$ cat config.mk
export PLATFORM = sky130hd
export DESIGN_NAME = alu_step_sequencer_flat
export DESIGN_NICKNAME = d
export VERILOG_FILES = /design/src/rtl/seq_pkg.sv /design/src/rtl/alu_step_sequencer_if.sv /design/src/rtl/seq_decoder.sv /design/src/rtl/alu_step_sequencer.sv /design/src/flat_wrapper.sv
export SDC_FILE = /design/constraint.sdc
export NUM_CORES = 1
export LEC_CHECK = 0
export BUFFER_PORTS_ARGS = -buffer_cell sky130_fd_sc_hd__buf_2
export CAP_MARGIN = 10
export CELL_PAD_IN_SITES_DETAIL_PLACEMENT = 1
export CELL_PAD_IN_SITES_GLOBAL_PLACEMENT = 1
export CORE_UTILIZATION = 40
export DETAILED_ROUTE_END_ITERATION = 8
export GPL_TIMING_DRIVEN = 0
export HOLD_SLACK_MARGIN = 0.12
export MAX_ROUTING_LAYER = met4
export PLACE_DENSITY = 0.81
export SKIP_CTS_REPAIR_TIMING = 1
export SLEW_MARGIN = 20
export SYNTH_ARGS = -nofsm -noshare
export SYNTH_HDL_FRONTEND = slang
export SYNTH_HIERARCHICAL = 1
export SYNTH_SLANG_ARGS = --single-unit
export TNS_END_PERCENT = 30
$ cat constraint.sdc
create_clock -name clk -period 3.5 [get_ports clk]
set_clock_uncertainty 0.2 [all_clocks]
set_input_delay 0.875 -clock clk [delete_from_list [all_inputs] [get_ports clk]]
set_output_delay 0.875 -clock clk [all_outputs]
set_load 0.01 [all_outputs]
$ cat src/rtl/seq_pkg.sv
// Shared definitions for the ALU step sequencer: FSM state encoding,
// opcode values, alu_op one-hot bit positions, IR field positions and
// the bundle of single-bit datapath strobes.
package seq_pkg;

    // Sequencer states; the encoding is exported on the step debug port.
    typedef enum logic [3:0] {
        ST_IDLE = 4'd0,
        ST_T0   = 4'd1,
        ST_T1   = 4'd2,
        ST_T2   = 4'd3,
        ST_T3   = 4'd4,
        ST_T4   = 4'd5,
        ST_T5   = 4'd6,
        ST_T6   = 4'd7,
        ST_DONE = 4'd8
    } state_e;

    // Execution class of an opcode; selects the T3..T6 micro-step path.
    typedef enum logic [1:0] {
        CLS_BINARY,
        CLS_UNARY,
        CLS_MULDIV,
        CLS_ILLEGAL
    } op_class_e;

    // Opcode values (IR[31:27]).
    localparam logic [4:0] OP_ADD  = 5'd3;
    localparam logic [4:0] OP_SUB  = 5'd4;
    localparam logic [4:0] OP_AND  = 5'd5;
    localparam logic [4:0] OP_OR   = 5'd6;
    localparam logic [4:0] OP_ROR  = 5'd7;
    localparam logic [4:0] OP_ROL  = 5'd8;
    localparam logic [4:0] OP_SHR  = 5'd9;
    localparam logic [4:0] OP_SHRA = 5'd10;
    localparam logic [4:0] OP_SHL  = 5'd11;
    localparam logic [4:0] OP_MUL  = 5'd15;
    localparam logic [4:0] OP_DIV  = 5'd16;
    localparam logic [4:0] OP_NEG  = 5'd17;
    localparam logic [4:0] OP_NOT  = 5'd18;

    // alu_op one-hot bit positions.
    localparam int ALU_OP_W = 13;
    localparam int ALU_AND  = 12;
    localparam int ALU_OR   = 11;
    localparam int ALU_ADD  = 10;
    localparam int ALU_SUB  = 9;
    localparam int ALU_MUL  = 8;
    localparam int ALU_DIV  = 7;
    localparam int ALU_SHR  = 6;
    localparam int ALU_SHRA = 5;
    localparam int ALU_SHL  = 4;
    localparam int ALU_ROR  = 3;
    localparam int ALU_ROL  = 2;
    localparam int ALU_NEG  = 1;
    localparam int ALU_NOT  = 0;

    // IR field positions.
    localparam int IR_OPC_MSB  = 31;
    localparam int IR_OPC_LSB  = 27;
    localparam int IR_RA_MSB   = 26;
    localparam int IR_RA_LSB   = 23;
    localparam int IR_RB_MSB   = 22;
    localparam int IR_RB_LSB   = 19;
    localparam int IR_RC_MSB   = 18;
    localparam int IR_RC_LSB   = 15;
    localparam int REG_FIELD_W = 4;

    // Single-bit outputs, registered together.
    typedef struct packed {
        logic pc_out;
        logic pc_in;
        logic inc_pc;
        logic mar_in;
        logic read;
        logic mdr_in;
        logic mdr_out;
        logic ir_in;
        logic y_in;
        logic z_in;
        logic zlow_out;
        logic zhigh_out;
        logic lo_in;
        logic hi_in;
        logic busy;
        logic done;
        logic illegal;
    } strobes_t;

endpackage

$ cat src/rtl/alu_step_sequencer_if.sv
// Control bus between the step sequencer and the datapath/host.
// slave = sequencer side, master = the side issuing start/ir/mem_ready.
interface alu_step_sequencer_if #(
    parameter int DATA_W   = 32,
    parameter int NUM_REGS = 16
);
    logic                start;
    logic [DATA_W-1:0]   ir;
    logic                mem_ready;
    logic                busy;
    logic                done;
    logic                illegal;
    logic [NUM_REGS-1:0] reg_out;
    logic [NUM_REGS-1:0] reg_in;
    logic                pc_out;
    logic                pc_in;
    logic                inc_pc;
    logic                mar_in;
    logic                read;
    logic                mdr_in;
    logic                mdr_out;
    logic                ir_in;
    logic                y_in;
    logic                z_in;
    logic                zlow_out;
    logic                zhigh_out;
    logic                lo_in;
    logic                hi_in;
    logic [12:0]         alu_op;
    logic [3:0]          step;

    modport slave (
        input  start, ir, mem_ready,
        output busy, done, illegal, reg_out, reg_in,
        output pc_out, pc_in, inc_pc, mar_in, read, mdr_in, mdr_out, ir_in,
        output y_in, z_in, zlow_out, zhigh_out, lo_in, hi_in, alu_op, step
    );

    modport master (
        output start, ir, mem_ready,
        input  busy, done, illegal, reg_out, reg_in,
        input  pc_out, pc_in, inc_pc, mar_in, read, mdr_in, mdr_out, ir_in,
        input  y_in, z_in, zlow_out, zhigh_out, lo_in, hi_in, alu_op, step
    );
endinterface

$ cat src/rtl/seq_decoder.sv
// Combinational opcode decode: execution class plus one-hot ALU function.
module seq_decoder
    import seq_pkg::*;
(
    input  logic [4:0]          opcode,
    output op_class_e           op_class,
    output logic [ALU_OP_W-1:0] alu_op
);

    // Map each opcode to its class and ALU function; unknown opcodes are illegal.
    always_comb begin
        op_class = CLS_ILLEGAL;
        alu_op   = '0;
        case (opcode)
            OP_ADD:  begin op_class = CLS_BINARY; alu_op[ALU_ADD]  = 1'b1; end
            OP_SUB:  begin op_class = CLS_BINARY; alu_op[ALU_SUB]  = 1'b1; end
            OP_AND:  begin op_class = CLS_BINARY; alu_op[ALU_AND]  = 1'b1; end
            OP_OR:   begin op_class = CLS_BINARY; alu_op[ALU_OR]   = 1'b1; end
            OP_ROR:  begin op_class = CLS_BINARY; alu_op[ALU_ROR]  = 1'b1; end
            OP_ROL:  begin op_class = CLS_BINARY; alu_op[ALU_ROL]  = 1'b1; end
            OP_SHR:  begin op_class = CLS_BINARY; alu_op[ALU_SHR]  = 1'b1; end
            OP_SHRA: begin op_class = CLS_BINARY; alu_op[ALU_SHRA] = 1'b1; end
            OP_SHL:  begin op_class = CLS_BINARY; alu_op[ALU_SHL]  = 1'b1; end
            OP_MUL:  begin op_class = CLS_MULDIV; alu_op[ALU_MUL]  = 1'b1; end
            OP_DIV:  begin op_class = CLS_MULDIV; alu_op[ALU_DIV]  = 1'b1; end
            OP_NEG:  begin op_class = CLS_UNARY;  alu_op[ALU_NEG]  = 1'b1; end
            OP_NOT:  begin op_class = CLS_UNARY;  alu_op[ALU_NOT]  = 1'b1; end
            default: ;
        endcase
    end

endmodule

$ cat src/rtl/alu_step_sequencer.sv
// Fetch/execute step sequencer for a bus-based ALU datapath.
// Every output is a registered decode of the next state, so each strobe is
// high for exactly the cycle its state occupies.
// Build option: define SEQ_MEM_WAIT_EN to stretch T1 until mem_ready=1;
// otherwise T1 is a single cycle and mem_ready is ignored.
module alu_step_sequencer
    import seq_pkg::*;
#(
    parameter int DATA_W   = 32,
    parameter int NUM_REGS = 16
) (
    input  logic                 clk,
    input  logic                 reset,
    alu_step_sequencer_if.slave  bus
);

    state_e                    state_q, state_d;
    logic [4:0]                opc_q, opc_d;
    logic [REG_FIELD_W-1:0]    ra_q, ra_d, rb_q, rb_d, rc_q, rc_d;
    strobes_t                  strobe_q, strobe_d;
    logic [NUM_REGS-1:0]       reg_out_q, reg_out_d, reg_in_q, reg_in_d;
    logic [ALU_OP_W-1:0]       alu_op_q, alu_op_d, dec_alu_op;
    logic [NUM_REGS-1:0]       ra_hot, rb_hot, rc_hot;
    op_class_e                 dec_class;
    logic                      idx_bad, seq_illegal;
    logic                      unused_in;

    // IR fields are captured on the T2->T3 edge; while in T2 the live IR is
    // forwarded so the T3 outputs already reflect the instruction.
    always_comb begin
        opc_d = opc_q;
        ra_d  = ra_q;
        rb_d  = rb_q;
        rc_d  = rc_q;
        if (state_q == ST_T2) begin
            opc_d = bus.ir[IR_OPC_MSB:IR_OPC_LSB];
            ra_d  = bus.ir[IR_RA_MSB:IR_RA_LSB];
            rb_d  = bus.ir[IR_RB_MSB:IR_RB_LSB];
            rc_d  = bus.ir[IR_RC_MSB:IR_RC_LSB];
        end
    end

    seq_decoder u_decoder (
        .opcode   (opc_d),
        .op_class (dec_class),
        .alu_op   (dec_alu_op)
    );

    // One-hot register selects; an index with no matching register yields zero.
    for (genvar gi = 0; gi < NUM_REGS; gi++) begin : g_reg_hot
        assign ra_hot[gi] = (32'(ra_d) == gi);
        assign rb_hot[gi] = (32'(rb_d) == gi);
        assign rc_hot[gi] = (32'(rc_d) == gi);
    end

    // Flag out-of-range indices only for the fields the op class actually uses.
    always_comb begin
        idx_bad = 1'b0;
        case (dec_class)
            CLS_BINARY: idx_bad = ~|ra_hot | ~|rb_hot | ~|rc_hot;
            CLS_UNARY:  idx_bad = ~|ra_hot | ~|rb_hot;
            CLS_MULDIV: idx_bad = ~|rb_hot | ~|rc_hot;
            default:    idx_bad = 1'b0;
        endcase
        seq_illegal = (dec_class == CLS_ILLEGAL) || idx_bad;
    end

    // Next-state logic and output decode of the state being entered.
    always_comb begin
        state_d   = state_q;
        strobe_d  = '0;
        reg_out_d = '0;
        reg_in_d  = '0;
        alu_op_d  = '0;

        case (state_q)
            ST_IDLE: if (bus.start) state_d = ST_T0;
            ST_T0:   state_d = ST_T1;
`ifdef SEQ_MEM_WAIT_EN
            ST_T1:   state_d = bus.mem_ready ? ST_T2 : ST_T1;
`else
            ST_T1:   state_d = ST_T2;
`endif
            ST_T2:   state_d = ST_T3;
            ST_T3:   state_d = seq_illegal ? ST_DONE : ST_T4;
            ST_T4:   state_d = (dec_class == CLS_UNARY) ? ST_DONE : ST_T5;
            ST_T5:   state_d = (dec_class == CLS_MULDIV) ? ST_T6 : ST_DONE;
            ST_T6:   state_d = ST_DONE;
            ST_DONE: state_d = ST_IDLE;
            default: state_d = ST_IDLE;
        endcase

        strobe_d.busy = (state_d != ST_IDLE);

        case (state_d)
            ST_T0: begin
                strobe_d.pc_out = 1'b1;
                strobe_d.mar_in = 1'b1;
                strobe_d.inc_pc = 1'b1;
                strobe_d.pc_in  = 1'b1;
            end
            ST_T1: begin
                strobe_d.read   = 1'b1;
                strobe_d.mdr_in = 1'b1;
            end
            ST_T2: begin
                strobe_d.mdr_out = 1'b1;
                strobe_d.ir_in   = 1'b1;
            end
            ST_T3: begin
                if (seq_illegal) begin
                    strobe_d.illegal = 1'b1;
                end else if (dec_class == CLS_UNARY) begin
                    reg_out_d     = rb_hot;
                    alu_op_d      = dec_alu_op;
                    strobe_d.z_in = 1'b1;
                end else begin
                    reg_out_d     = rb_hot;
                    strobe_d.y_in = 1'b1;
                end
            end
            ST_T4: begin
                if (dec_class == CLS_UNARY) begin
                    strobe_d.zlow_out = 1'b1;
                    reg_in_d          = ra_hot;
                end else begin
                    reg_out_d     = rc_hot;
                    alu_op_d      = dec_alu_op;
                    strobe_d.z_in = 1'b1;
                end
            end
            ST_T5: begin
                strobe_d.zlow_out = 1'b1;
                if (dec_class == CLS_MULDIV) strobe_d.lo_in = 1'b1;
                else                         reg_in_d = ra_hot;
            end
            ST_T6: begin
                strobe_d.zhigh_out = 1'b1;
                strobe_d.hi_in     = 1'b1;
            end
            ST_DONE: strobe_d.done = 1'b1;
            default: ;
        endcase
    end

    // State, captured IR fields and registered outputs; reset clears all at once.
    always_ff @(posedge clk or negedge reset) begin
        if (!reset) begin
            state_q   <= ST_IDLE;
            opc_q     <= '0;
            ra_q      <= '0;
            rb_q      <= '0;
            rc_q      <= '0;
            strobe_q  <= '0;
            reg_out_q <= '0;
            reg_in_q  <= '0;
            alu_op_q  <= '0;
        end else begin
            state_q   <= state_d;
            opc_q     <= opc_d;
            ra_q      <= ra_d;
            rb_q      <= rb_d;
            rc_q      <= rc_d;
            strobe_q  <= strobe_d;
            reg_out_q <= reg_out_d;
            reg_in_q  <= reg_in_d;
            alu_op_q  <= alu_op_d;
        end
    end

    assign bus.busy      = strobe_q.busy;
    assign bus.done      = strobe_q.done;
    assign bus.illegal   = strobe_q.illegal;
    assign bus.pc_out    = strobe_q.pc_out;
    assign bus.pc_in     = strobe_q.pc_in;
    assign bus.inc_pc    = strobe_q.inc_pc;
    assign bus.mar_in    = strobe_q.mar_in;
    assign bus.read      = strobe_q.read;
    assign bus.mdr_in    = strobe_q.mdr_in;
    assign bus.mdr_out   = strobe_q.mdr_out;
    assign bus.ir_in     = strobe_q.ir_in;
    assign bus.y_in      = strobe_q.y_in;
    assign bus.z_in      = strobe_q.z_in;
    assign bus.zlow_out  = strobe_q.zlow_out;
    assign bus.zhigh_out = strobe_q.zhigh_out;
    assign bus.lo_in     = strobe_q.lo_in;
    assign bus.hi_in     = strobe_q.hi_in;
    assign bus.reg_out   = reg_out_q;
    assign bus.reg_in    = reg_in_q;
    assign bus.alu_op    = alu_op_q;
    assign bus.step      = state_q;

    // IR bits outside the decoded fields (and mem_ready in the no-wait build) are don't-care.
    assign unused_in = ^{bus.ir, bus.mem_ready};

endmodule

$ cat src/flat_wrapper.sv
// flat-port wrapper written by rule: the top's interface ports become plain ports
module alu_step_sequencer_flat import seq_pkg::*;
#(
    parameter int DATA_W   = 32,
    parameter int NUM_REGS = 16
)
  (clk, reset, bus_start, bus_ir, bus_mem_ready, bus_busy, bus_done, bus_illegal, bus_reg_out, bus_reg_in, bus_pc_out, bus_pc_in, bus_inc_pc, bus_mar_in, bus_read, bus_mdr_in, bus_mdr_out, bus_ir_in, bus_y_in, bus_z_in, bus_zlow_out, bus_zhigh_out, bus_lo_in, bus_hi_in, bus_alu_op, bus_step);
  alu_step_sequencer_if #(.DATA_W(DATA_W), .NUM_REGS(NUM_REGS)) bus_i ();
  input  logic clk;
  input  logic reset;
  input wire logic [$bits(bus_i.start)-1:0] bus_start;
  input wire logic [$bits(bus_i.ir)-1:0] bus_ir;
  input wire logic [$bits(bus_i.mem_ready)-1:0] bus_mem_ready;
  output wire logic [$bits(bus_i.busy)-1:0] bus_busy;
  output wire logic [$bits(bus_i.done)-1:0] bus_done;
  output wire logic [$bits(bus_i.illegal)-1:0] bus_illegal;
  output wire logic [$bits(bus_i.reg_out)-1:0] bus_reg_out;
  output wire logic [$bits(bus_i.reg_in)-1:0] bus_reg_in;
  output wire logic [$bits(bus_i.pc_out)-1:0] bus_pc_out;
  output wire logic [$bits(bus_i.pc_in)-1:0] bus_pc_in;
  output wire logic [$bits(bus_i.inc_pc)-1:0] bus_inc_pc;
  output wire logic [$bits(bus_i.mar_in)-1:0] bus_mar_in;
  output wire logic [$bits(bus_i.read)-1:0] bus_read;
  output wire logic [$bits(bus_i.mdr_in)-1:0] bus_mdr_in;
  output wire logic [$bits(bus_i.mdr_out)-1:0] bus_mdr_out;
  output wire logic [$bits(bus_i.ir_in)-1:0] bus_ir_in;
  output wire logic [$bits(bus_i.y_in)-1:0] bus_y_in;
  output wire logic [$bits(bus_i.z_in)-1:0] bus_z_in;
  output wire logic [$bits(bus_i.zlow_out)-1:0] bus_zlow_out;
  output wire logic [$bits(bus_i.zhigh_out)-1:0] bus_zhigh_out;
  output wire logic [$bits(bus_i.lo_in)-1:0] bus_lo_in;
  output wire logic [$bits(bus_i.hi_in)-1:0] bus_hi_in;
  output wire logic [$bits(bus_i.alu_op)-1:0] bus_alu_op;
  output wire logic [$bits(bus_i.step)-1:0] bus_step;
  assign bus_i.start = bus_start;
  assign bus_i.ir = bus_ir;
  assign bus_i.mem_ready = bus_mem_ready;
  assign bus_busy = bus_i.busy;
  assign bus_done = bus_i.done;
  assign bus_illegal = bus_i.illegal;
  assign bus_reg_out = bus_i.reg_out;
  assign bus_reg_in = bus_i.reg_in;
  assign bus_pc_out = bus_i.pc_out;
  assign bus_pc_in = bus_i.pc_in;
  assign bus_inc_pc = bus_i.inc_pc;
  assign bus_mar_in = bus_i.mar_in;
  assign bus_read = bus_i.read;
  assign bus_mdr_in = bus_i.mdr_in;
  assign bus_mdr_out = bus_i.mdr_out;
  assign bus_ir_in = bus_i.ir_in;
  assign bus_y_in = bus_i.y_in;
  assign bus_z_in = bus_i.z_in;
  assign bus_zlow_out = bus_i.zlow_out;
  assign bus_zhigh_out = bus_i.zhigh_out;
  assign bus_lo_in = bus_i.lo_in;
  assign bus_hi_in = bus_i.hi_in;
  assign bus_alu_op = bus_i.alu_op;
  assign bus_step = bus_i.step;
  alu_step_sequencer #(.DATA_W(DATA_W), .NUM_REGS(NUM_REGS)) u_core (.clk(clk), .reset(reset), .bus(bus_i));
endmodule
==> impl_metrics.json, run 1 <==
{
  "status": "complete, but fails checks",
  "violations": "DRC",
  "drcViolationCount": 19,
  "final_common_cell": "buf_2",
  "cp.required_ns": 3.55,
  "core_area_mm2": 0.00881,
  "wl_per_cell_um": 16.8,
  "grt_pass1_wl_um": 15900,
  "synth_seq_cells": 76,
  "synthDistinctLibCells": 49,
  "io_buffers": 85,
  "cp.arrival_ns": 3.39,
  "critical_path_class": "reg -> reg",
  "cts_buffers": 9,
  "boundaryPins": 102,
  "cp_num_buf_inv": 4,
  "grt_overflow": 0,
  "clockBufferDepth": 2,
  "hp-class": "in -> async",
  "hpwl_um": 6730,
  "clkPwrFrac_pct": 19.1,
  "grt_pass1_vias": 3116,
  "final_cell_mix": "buf_2, dfrtp_1, nand2_1",
  "path_common_cell": "nand2_1",
  "cp_top_family": "simple AND/OR/NAND/NOR gates",
  "gp_congestion": 0.852,
  "rows": 34,
  "syn_area_mm2": 0.00366,
  "placed_cells": 544,
  "final-setup-viol-count": 0,
  "antenna_found_initial": 0,
  "worstSkewPairLatency_ns": 0.34,
  "worstMarginPinSlew_ns": 0.521,
  "grt_max_degree": 49,
  "die-width_um": 97.7,
  "route.vias.total": 3034,
  "area_growth_pct": 23.2,
  "nets": 486,
  "finalMaxSlewViolations": 0,
  "p_comb_share_pct": 48.3,
  "setup_ws_ns": 0.159,
  "slowest_stage": "dfrtp_1",
  "internal_power_uw": 2100,
  "dp_slack_ns": -0.168,
  "pwr-share-seq_pct": 32.6,
  "endpoint_kind": "flip-flop",
  "drive_above_1_share_pct": 32.7,
  "fmax_ghz": 0.299,
  "hold_viol_final": 0,
  "vias_per_cell": 5.39,
  "syn_avg_cell_area_um2": 10.5,
  "seq_area_frac_synth_pct": 51.9,
  "detail_route.wirelength_um": 9460,
  "synth_edf_count": 0,
  "dr.pass1.iters": 7,
  "synthCells": 350,
  "leakagePower_uw": 0.00232,
  "drt_iter0_markers": 115,
  "fin_crit_ns": 3.34,
  "ir_worst_vdd_v": 0.000354,
  "finalNonFillerCells": 563,
  "powerDensity_mw_per_mm2": 796,
  "total_power_uw": 3590,
  "slew_headroom_pct": 65.3,
  "fp.dieH_um": 97.7,
  "critPathMaxStageDelay_ns": 0.41,
  "netSwitchingFraction_pct": 41.6,
  "path_cells": "buf_6 -> and4bb_2 -> buf_2 -> buf_4 -> nand2_1 -> nand2_1 -> nand2b_2 -> o31ai_1 -> a21oi_1 -> or2_2 -> nand2b_1 -> clkbuf_1 -> o22ai_1",
  "rsz0062_at_grt": "true",
  "clockRootBuffer": "clkbuf_8",
  "yosys_most_used_dff": "dfrtp_1",
  "clk_pin_slew_worst_paths_ns": 0.08,
  "async_reset_ff_share_pct": 100,
  "fin_crit_sh_pct": 95.5,
  "setup.worst_path.start_class": "flip-flop",
  "ant_nets": 0,
  "grtUsageTotal_pct": 21.8,
  "switchingPower_uw": 1490,
  "cts_tree": "done",
  "num_antenna_cells": 0,
  "initial_core_util_pct": 41.6,
  "cts-htree-levels": 3,
  "yosysWarnings": 6,
  "critPathMaxFanout": 10,
  "final_util_pct": 51.2,
  "synth_nets": 386,
  "ff2ff_setup_slack_ns": 0.16,
  "maxCapViolCount": 0,
  "dieArea_mm2": 0.00954,
  "cts.sinks": 76
}
[metrics by stage]
step / setup TNS [ns] / area (um2) / hold WS [ns]
after floorplan: 0 / 3660 / 0.268
after CTS: -4.49 / 4460 / 0.256
after global routing: -0.171 / 4510 / 0.262
final: 0 / 4510 / 0.253
after detailed placement: -2.01 / 4250 / 0.280
after global placement: -1.88 / 4220 / 0.287
[area by class of cell]
| class | instances | area, um2 |
|---|---|---|
| Clock buffer | 12 | 155 |
| Multi-Input combinational cell | 237 | 1580 |
| Buffer | 30 | 188 |
| Inverter | 6 | 22.5 |
| Timing Repair Buffer | 90 | 485 |
| Fill cell | 1036 | 4290 |
| Clock inverter | 4 | 47.5 |
| Sequential cell | 76 | 1900 |
| Tap cell | 108 | 135 |
[cell usage after synthesis, types with 2 or more instances]
master	instances	area share (%)
nor2_1	17	1.7
a21oi_1	6	0.82
nor4b_1	6	1.4
o22ai_1	11	1.9
and2_1	15	2.6
nand2_1	53	5.4
clkbuf_1	11	1.1
dfrtp_1	76	52
or3b_4	3	0.92
nor4_1	5	0.85
nand4_1	4	0.68
buf_4	8	1.6
mux2_2	5	1.5
buf_6	3	0.92
o21ai_0	4	0.55
nand3_1	2	0.27
and3b_1	2	0.48
mux2_1	2	0.61
mux2i_1	16	4.4
nor2b_1	14	2.4
a32o_1	3	0.82
nor4bb_1	8	2.2
nand3b_1	2	0.41
nand2b_1	7	1.2
nor3_1	24	3.3
a211oi_1	2	0.41
nand4b_1	6	1.4
buf_2	9	1.2
inv_1	6	0.61
[path summary, 6_finish.rpt]
check / from / endpoint / cells past startpoint
max: u_core/bus.step[1] / u_core/bus.reg_out[4] / 13
min: reset / u_core/bus.reg_out[8] / 1
max reg2reg: u_core/bus.step[1] / u_core/bus.reg_out[4] / 13
min reg2reg: u_core/rb_q[0] / u_core/rb_q[0] / 1
max in group asynchronous: reset / u_core/bus.hi_in / 2
min in group clk: u_core/rb_q[0] / u_core/rb_q[0] / 1
[power by group through the flow]
stage               logic, uW  registers [uW]  clock network, uW
floorplan                1170            1200                  0
global placement         1590            1180                  0
detailed placement       1650            1180                  0
CTS                      1670            1170                704
global route             1900            1200                744
finish                   1730            1170                687
[registers in the layout (all words and copies together), names as in the netlist, 3 cells and up]
signal / flops
u_core/rb_q: 3
u_core/bus.step: 4
u_core/bus.reg_in: 16
u_core/bus.reg_out: 16
u_core/bus.alu_op: 13
u_core/rc_q: 4
u_core/ra_q: 4
u_core/opc_q: 5
[per-layer routing]
| metal | vias up | global-route usage [%] | routed length [um] |
|---|---|---|---|
| li1 | 1425 | - | - |
| met1 | 1503 | 27.2 | 4200 |
| met2 | 99 | 35.6 | 4650 |
| met3 | 7 | 5.25 | 528 |
| met4 | 0 | 5.59 | 76 |
| met5 | - | - | 0 |
[cell families after synthesis]
| kind of cell | after synthesis | share of synthesized area, % |
|---|---|---|
| simple gates | 176 | 27.7 |
| buf+inv | 37 | 5.53 |
| mux | 24 | 6.94 |
| xor+xnor | 1 | 0.239 |
| compound gates | 36 | 7.62 |
| flops | 76 | 51.9 |
[worst reg2reg max path, delay by kind of cell (launching register included)]
family,cells,cell delay [ns]
flops,1,0.41
buf+inv,4,0.79
compound gates,3,0.59
simple gates,6,1.27
(Power assumes the default switching activity.)
==> run 2, diff against run 1 <==
Settings changed: CORE_ASPECT_RATIO from default to 0.7.
==> run 2 against run 1 <==
  * The run now ends clean
  * Wire length up 6.6%
  * Clock-buffer cell count unchanged
  * Final area up 2.8%
  * Global-route usage up 1.4 points
  * Fmax down 2.3%
  * Critical endpoint is now u_core/bus.reg_in[0]
  * Largest cell class unchanged
  * Highest routed layer unchanged
==> impl_metrics.json, run 2 (same netlist as run 1, synthesis figures left out) <==
{
  "fp.dieH_um": 82.1,
  "cts_buffers": 9,
  "setup.worst_path.start_class": "flip-flop",
  "route.vias.total": 3043,
  "grtUsageTotal_pct": 23.2,
  "status": "complete, no violations",
  "internal_power_uw": 2330,
  "critPathMaxStageDelay_ns": 0.38,
  "grt_max_degree": 54,
  "hold-worst-slack_ns": 0.251,
  "seqCellArea_mm2": 0.00190,
  "cp_num_buf_inv": 5,
  "initial_core_util_pct": 42.3,
  "clk_pin_slew_worst_paths_ns": 0.06,
  "wl_per_cell_um": 17.6,
  "ir_worst_vdd_v": 0.000414,
  "gp_congestion": 0.833,
  "cp.arrival_ns": 3.43,
  "drcViolationCount": 0,
  "maxCapViolCount": 0,
  "core_area_mm2": 0.00865,
  "setup_ws_ns": 0.0811,
  "dp_slack_ns": -0.334,
  "fin_crit_ns": 3.42,
  "fin_crit_sh_pct": 97.7,
  "cts_tree": "done",
  "rows": 28,
  "hold_viol_final": 0,
  "detail_route.wirelength_um": 10100,
  "hp-class": "in -> async",
  "nets": 484,
  "cp.required_ns": 3.52,
  "leakagePower_uw": 0.00236,
  "slowest_stage": "dfrtp_1",
  "drive_above_1_share_pct": 33.3,
  "grt_pass1_wl_um": 16000,
  "dr.pass1.iters": 4,
  "die-width_um": 116,
  "finalMaxSlewViolations": 0,
  "final_util_pct": 53.6,
  "final_cell_mix": "buf_2, dfrtp_1, nand2_1",
  "clkPwrFrac_pct": 23.7,
  "fill_cells": 1014,
  "boundaryPins": 102,
  "hpwl_um": 7130,
  "final_area_mm2": 0.00464,
  "cts.sinks": 76,
  "cp_top_family": "simple AND/OR/NAND/NOR gates",
  "num_antenna_cells": 0,
  "netSwitchingFraction_pct": 40.6,
  "final_common_cell": "buf_2",
  "drt_iter0_markers": 130,
  "placed_area_mm2": 0.00427,
  "fmax_ghz": 0.292,
  "worstSkewPairLatency_ns": 0.33,
  "final-setup-viol-count": 0,
  "path_cells": "buf_6 -> and4bb_2 -> buf_2 -> buf_4 -> nand2_1 -> nand2_2 -> nand2b_1 -> o31ai_2 -> a21oi_1 -> clkbuf_4 -> nor2b_1 -> o311ai_4 -> buf_6 -> nor3_1",
  "vias_per_cell": 5.31,
  "slew_headroom_pct": 67.4,
  "powerDensity_mw_per_mm2": 846,
  "path_common_cell": "buf_6",
  "endpoint_kind": "flip-flop",
  "grt_overflow": 0,
  "clockRootBuffer": "clkbuf_16",
  "p_comb_share_pct": 46.1,
  "clockBufferDepth": 2,
  "cts-htree-levels": 3,
  "worstMarginPinSlew_ns": 0.475,
  "io_buffers": 85,
  "antenna_found_initial": 0,
  "critPathMaxFanout": 10,
  "area_growth_pct": 26.6,
  "multiInputGateArea_mm2": 0.00160,
  "dieArea_mm2": 0.00955,
  "switchingPower_uw": 1590,
  "grt_pass1_vias": 3000,
  "ant_nets": 0,
  "critical_path_class": "reg -> reg",
  "pwr-share-seq_pct": 30.2
}
[run 2: changes by cell type in the layout (fill, tap and decap cells not counted), moves of 2 or more]
cell | previous run | this run
clkbuf_16 | 0 | 9
clkbuf_8 | 11 | 2
nand2_1 | 49 | 47
nand2_2 | 4 | 6
nand2b_4 | 0 | 2
nor2b_1 | 12 | 14
nor2b_2 | 2 | 0
[run 2: final timing paths]
check	end	start	slack (ns)	depth (start not counted)
max in group asynchronous	u_core/ra_q[2]	reset	2.29	2
worst max register to register	u_core/bus.reg_in[0]	u_core/bus.step[1]	0.08	14
worst max-delay path	u_core/bus.reg_in[0]	u_core/bus.step[1]	0.08	14
min in group clk	u_core/rb_q[0]	u_core/rb_q[0]	0.32	1
worst min-delay path	u_core/bus.alu_op[6]	reset	0.25	1
worst min register to register	u_core/rb_q[0]	u_core/rb_q[0]	0.32	1
[run 2: through the flow]
stage          setup TNS, ns  total power [uW]  std cells
2_1_floorplan              0              2360        350
3_3_place_gp           -2.31              2770        555
3_5_place_dp           -7.25              2860        556
4_1_cts                -8.58              3820        572
5_1_grt               -0.108              4150        573
6_report                   0              3920        573
[run 2: cell type report]
cell class	count	area share [%]
Buffer	30	4.13
Clock buffer	12	5.53
Clock inverter	4	1.03
Inverter	6	0.486
Multi-Input combinational cell	237	34.4
Sequential cell	76	41.0
Tap cell	120	3.24
Timing Repair Buffer	88	10.1
[run 2: routing by layer]
metal / GRT usage (%) / up-vias / share of wire (%)
met5: - / - / 0
met4: 7.56 / 0 / 0.89
met3: 5.09 / 12 / 5.0
met2: 34.4 / 83 / 46
met1: 31.4 / 1524 / 48
li1: - / 1424 / -
[run 2: power groups by stage]
stage / clock network [uW] / logic (uW) / registers [uW]
floorplan: 0 / 1170 / 1200
global placement: 0 / 1590 / 1180
detailed placement: 0 / 1670 / 1190
CTS: 953 / 1690 / 1180
global route: 986 / 1960 / 1210
finish: 931 / 1810 / 1180
